`src/rtl/spi_master_ctrl.sv`:
```
// SPI master: one request in, one response out, per-transaction slave select.
// Build option SPI_MASTER_CTRL_LSB_FIRST_EN selects LSB-first shifting (default MSB-first).
module spi_master_ctrl #(
  parameter int DIV = 2,
  parameter int NSS = 8
) (
  input  logic           clock,
  input  logic           reset,
  input  logic           req_valid,
  output logic           req_ready,
  input  logic [6:0]     req_len,
  input  logic [2:0]     req_sel,
  input  logic [63:0]    req_wdata,
  output logic           rsp_valid,
  input  logic           rsp_ready,
  output logic [63:0]    rsp_rdata,
  output logic           sck,
  output logic [NSS-1:0] ss,
  output logic           mosi,
  input  logic           miso
);

  localparam int DW = (DIV > 1) ? $clog2(DIV) : 1;
  localparam logic [DW-1:0] DIV_LAST = DW'(DIV - 1);

  typedef enum logic [2:0] {IDLE, SETUP, HIGH, LOW, RESP} state_e;

  state_e         state_q, state_d;
  logic [DW-1:0]  div_q, div_d;
  logic [6:0]     bits_q, bits_d;
  logic [2:0]     sel_q, sel_d;
  logic [63:0]    tx_q, tx_d, rx_q, rx_d, rdata_q, rdata_d;
  logic           idle_q, idle_d, sck_q, sck_d, mosi_q, mosi_d;
  logic           rsp_valid_q, rsp_valid_d;
  logic [NSS-1:0] ss_q, ss_d;
`ifdef SPI_MASTER_CTRL_LSB_FIRST_EN
  logic [6:0]     len_q, len_d;
`endif
  logic [6:0]     len_c;
  logic           accept, phase_end, active, tx_bit;
  logic [63:0]    rx_shift;

  always_comb begin
    len_c     = (req_len > 7'd64) ? 7'd64 : req_len;
    accept    = req_valid && req_ready;
    phase_end = (div_q == DIV_LAST);
`ifdef SPI_MASTER_CTRL_LSB_FIRST_EN
    rx_shift  = {miso, rx_q[63:1]};
    len_d     = len_q;
`else
    rx_shift  = {rx_q[62:0], miso};
`endif
    state_d = state_q;
    div_d   = div_q;
    bits_d  = bits_q;
    sel_d   = sel_q;
    tx_d    = tx_q;
    rx_d    = rx_q;
    rdata_d = rdata_q;

    case (state_q)
      IDLE: if (accept) begin
        sel_d  = req_sel;
        bits_d = len_c;
        div_d  = '0;
        rx_d   = '0;
`ifdef SPI_MASTER_CTRL_LSB_FIRST_EN
        len_d  = len_c;
        tx_d   = req_wdata;
`else
        // Left-align so the first bit to send always sits in tx[63]
        tx_d   = req_wdata << (7'd64 - len_c);
`endif
        if (len_c == 7'd0) begin
          state_d = RESP;
          rdata_d = '0;
        end else begin
          state_d = SETUP;
        end
      end
      SETUP: if (phase_end) begin
        state_d = HIGH;
        div_d   = '0;
        rx_d    = rx_shift;
      end else begin
        div_d = div_q + 1'b1;
      end
      HIGH: if (phase_end) begin
        state_d = LOW;
        div_d   = '0;
        bits_d  = bits_q - 7'd1;
`ifdef SPI_MASTER_CTRL_LSB_FIRST_EN
        tx_d    = tx_q >> 1;
`else
        tx_d    = tx_q << 1;
`endif
      end else begin
        div_d = div_q + 1'b1;
      end
      LOW: if (phase_end) begin
        div_d = '0;
        if (bits_q == 7'd0) begin
          state_d = RESP;
`ifdef SPI_MASTER_CTRL_LSB_FIRST_EN
          rdata_d = rx_q >> (7'd64 - len_q);
`else
          rdata_d = rx_q;
`endif
        end else begin
          state_d = HIGH;
          rx_d    = rx_shift;
        end
      end else begin
        div_d = div_q + 1'b1;
      end
      RESP: if (rsp_ready) state_d = IDLE;
      default: state_d = IDLE;
    endcase

    // Outputs are decoded from the next state so they register in step with it
    active = (state_d == SETUP) || (state_d == HIGH) || (state_d == LOW);
`ifdef SPI_MASTER_CTRL_LSB_FIRST_EN
    tx_bit = tx_d[0];
`else
    tx_bit = tx_d[63];
`endif
    mosi_d      = (active && bits_d != 7'd0) ? tx_bit : 1'b1;
    sck_d       = (state_d == HIGH);
    idle_d      = (state_d == IDLE);
    rsp_valid_d = (state_d == RESP);
    for (int unsigned i = 0; i < NSS; i++) begin
      ss_d[i] = !(active && (32'(sel_d) == i));
    end
  end

  always_ff @(posedge clock) begin
    if (reset) begin
      state_q     <= IDLE;
      div_q       <= '0;
      bits_q      <= '0;
      sel_q       <= '0;
      tx_q        <= '0;
      rx_q        <= '0;
      rdata_q     <= '0;
      idle_q      <= 1'b1;
      sck_q       <= 1'b0;
      mosi_q      <= 1'b1;
      rsp_valid_q <= 1'b0;
      ss_q        <= '1;
`ifdef SPI_MASTER_CTRL_LSB_FIRST_EN
      len_q       <= '0;
`endif
    end else begin
      state_q     <= state_d;
      div_q       <= div_d;
      bits_q      <= bits_d;
      sel_q       <= sel_d;
      tx_q        <= tx_d;
      rx_q        <= rx_d;
      rdata_q     <= rdata_d;
      idle_q      <= idle_d;
      sck_q       <= sck_d;
      mosi_q      <= mosi_d;
      rsp_valid_q <= rsp_valid_d;
      ss_q        <= ss_d;
`ifdef SPI_MASTER_CTRL_LSB_FIRST_EN
      len_q       <= len_d;
`endif
    end
  end

  // Gating with reset lets req_ready rise in the very first cycle after release
  assign req_ready = idle_q && !reset;
  assign rsp_valid = rsp_valid_q;
  assign rsp_rdata = rdata_q;
  assign sck       = sck_q;
  assign ss        = ss_q;
  assign mosi      = mosi_q;

endmodule

```
`config.mk`:
```
export PLATFORM = sky130hd
export DESIGN_NAME = spi_master_ctrl
export DESIGN_NICKNAME = d
export VERILOG_FILES = /design/src/rtl/spi_master_ctrl.sv
export SDC_FILE = /design/constraint.sdc
export NUM_CORES = 1
export LEC_CHECK = 0
export BUFFER_PORTS_ARGS = -buffer_cell sky130_fd_sc_hd__buf_2
export CORE_MARGIN = 10
export CORE_UTILIZATION = 49
export CTS_CLUSTER_DIAMETER = 150
export DETAILED_ROUTE_END_ITERATION = 8
export PLACE_DENSITY_LB_ADDON = 0.1
export SYNTH_ARGS = -nofsm -noshare
export SYNTH_HDL_FRONTEND = slang
export SYNTH_SLANG_ARGS = --single-unit
```
`constraint.sdc`:
```
create_clock -name clock -period 3.7 [get_ports clock]
set_input_delay 0.37 -clock clock [delete_from_list [all_inputs] [get_ports clock]]
set_output_delay 0.37 -clock clock [all_outputs]
set_load 0.1 [all_outputs]
```
==> metrics.md <==
| Metric | Value |
|---|---|
| Outcome | `finished, final reports clean` |
| Hold Fails Final Rpt | `0` |
| Distinct cells, synth | `77` |
| Share of cells above drive strength 1 | `19.4%` |
| Clock slew at reported path FFs | `60 ps` |
| Via/cell ratio | `6.38` |
| Die width | `184 um` |
| Die ar. | `33,900 sq um` |
| Max Clk Rate | `0.333 GHz` |
| Post-route clock period utilization | `81.2%` |
| Critical Path Sink Type | `flip-flop` |
| Max-slew headroom at the worst pin | `19.9%` |
| Setup CP Type | `reg -> reg` |
| DPL Wire Length | `32,500 um` |
| Drt total wl | `46,300 um` |
| Post-synth EDFFs | `0` |
| Pins Over Slew Limit | `0` |
| Leak | `0.00560 uW` |
| Total number of vias | `13,476` |
| Synthesized Nets | `1,747` |
| Initial antenna violation count | `2` |
| Worst Tran Pin Value | `1200 ps` |
| Input/output buffers | `154` |
| Synth warn | `0` |
| CP startpoint | `state_q[1]` |
| Clock skew | `15.3 ps` |
| DR iter-0 viols | `1,689` |
| CTS buffer count | `24` |
| Total negative setup slack | `0 ps` |
| Area grow syn2layout | `14.7%` |
| I/O pins | `155` |
| Grt ovf | `0` |
| Cts repair resizes | `0` |
| Top post-synthesis cells by count | `nand2_1, dfxtp_1, a21oi_1, nand3_1, clkbuf_1` |
| Cells after DPL | `2,070` |
| Crit path time final | `3000 ps` |
| Leading area contributor after synthesis | `dfxtp_1` |
| CTS tree | `built` |
| Maximum fanout along the worst path | `20` |
| Vias in the first global route | `12,545` |
| Worst-Skew Late Latency | `520 ps` |
| Fin util | `56.6%` |
| Max-Cap Viols | `0` |
| Largest net degree at the start of global routing | `204` |
| Residual DRC | `0` |
| Arr. time, crit path | `3440 ps` |
| Startpoint types | `flip-flop` |
| Critical R2R Launch | `state_q[1]` |
| Core Rows | `60` |
| Yosys reg bits | `218` |
| First-pass iteration count of the detailed router | `6` |
| Peak supply drop | `0.261 mV` |
| Final nets | `1,837` |
| CTS H-tree lvls | `1` |
| HP Class | `in -> reg` |
| Mapped Area | `13,200 sq um` |
| Post-route ant nets | `0` |
| First-pass GRT wire length | `71,900 um` |
| Syn avg cell area | `7.93 sq um` |
| Die H | `184 um` |
| Hold-fix buffers, CTS | `0` |
| Layout Cells excl Fill | `2,112` |
| Endpoints failing setup | `0` |
| Starting Density | `49.4%` |
| Core footprint | `26,700 sq um` |
| Setup bufs post-CTS | `0` |
| Post-Synthesis Cells | `1,665` |
| Share of the synthesized area in the top cell type | `33.1%` |
| Most common cell in the synthesized netlist | `nand2_1` |
| Max clock buf depth | `3` |
| Ranking of synthesized cells by area | `dfxtp_1, mux4_2, nand2_1` |
| Pwr Density | `426 nW/um^2` |
| FILL cells | `2,515` |
| Routability cong. | `0.983` |
| Clk sinks | `218` |
| RSZ-0062 raised after global routing | `no` |
| Drt wl/cell | `21.9 um` |
| GRT Total Usage | `26.2%` |
| Worst EP required | `4140 ps` |
| Startpoint of the worst hold path | `reset` |
| Main synth FF type | `dfxtp_1` |
| Clock root cell | `clkbuf_16` |
| Async set or reset register ratio after synthesis | `0%` |
| Seq/Total Area, Yosys | `33.1%` |
## layout make-up
class	count	area, sq um	share of cell area, %
Inverter	14	52.6	0.347
Multi-Input combinational cell	1276	8150	53.8
Clock buffer	35	692	4.57
Clock inverter	6	68.8	0.455
Tap cell	341	427	2.82
Timing Repair Buffer	221	1380	9.12
Antenna cell	1	2.50	0.0165
Sequential cell	218	4360	28.8
## where the power goes
part,switching [uW],leakage [uW],internal [uW]
combinational,1080,0.00347,589
clock,945,0.000372,1360
sequential,49.1,0.00176,2420
total,2070,0.00560,4370
## per-layer routing
| metal | vias up | global-route usage (%) | part of all wire [%] |
|---|---|---|---|
| met4 | 2 | 7.47 | 2.7 |
| met1 | 6414 | 38.2 | 45 |
| met2 | 673 | 37.1 | 42 |
| met3 | 79 | 6.69 | 10 |
| li1 | 6308 | - | - |
| met5 | - | 0 | 0.028 |
## kinds of logic (layout without fill, tap and decap cells)
kind of cell / count (synthesis) / after routing / synth area share [%]
xor+xnor: 1 / 1 / 0.0664
fa+ha+maj: 3 / 3 / 0.284
mux: 121 / 121 / 14.9
simple gates: 677 / 677 / 23.7
flops: 218 / 218 / 33.1
other cells: 0 / 1 / 0
compound gates: 474 / 474 / 22.4
buf+inv: 171 / 276 / 5.54
## sequential cells by signal, indices dropped and copies added, names as in the netlist
signal	count
rsp_rdata	64
div_q	1
tx_q	64
state_q	3
mosi	1
rsp_valid	1
rx_q	64
idle_q	1
bits_q	7
ss	8
sel_q	3
sck	1
## worst paths after layout
check                  end  slack, ps  cells after the start
max reg2reg       tx_q[36]        700                      7
min reg2reg  rsp_rdata[49]        450                      2
min              bits_q[6]         50                      2
max               tx_q[36]        700                      7
## through the flow
step	hold WS [ps]	cell area (sq um)	power [uW]	worst slack, ps
floorplan	432	13200	3560	0.837
global placement	436	14400	4130	318
detailed placement	441	14400	4130	348
CTS	33.1	15100	6440	763
global route	46.6	15100	6700	524
finish	53.1	15100	6450	696
## cells in the final DEF (no fill, tap or decap), types with 32 or more instances in the layout
cell and n:
mux4_2 60, nand3_1 171, o21ai_0 77, nor2_1 98, buf_2 153, a31oi_1 32
buf_4 59, nand2_1 278, a21oi_1 191, dfxtp_1 218, mux2i_1 56
## worst max-delay path, cell delays in order, from the launching register on
cell and delay, ps:
dfxtp_1 490, or3_1 490, nor3_1 540, and4_1 510, nand2_1 250, o21a_1 260, a211o_1 290, a21oi_1 110
No activity file was read; power rests on OpenSTA's default activity.
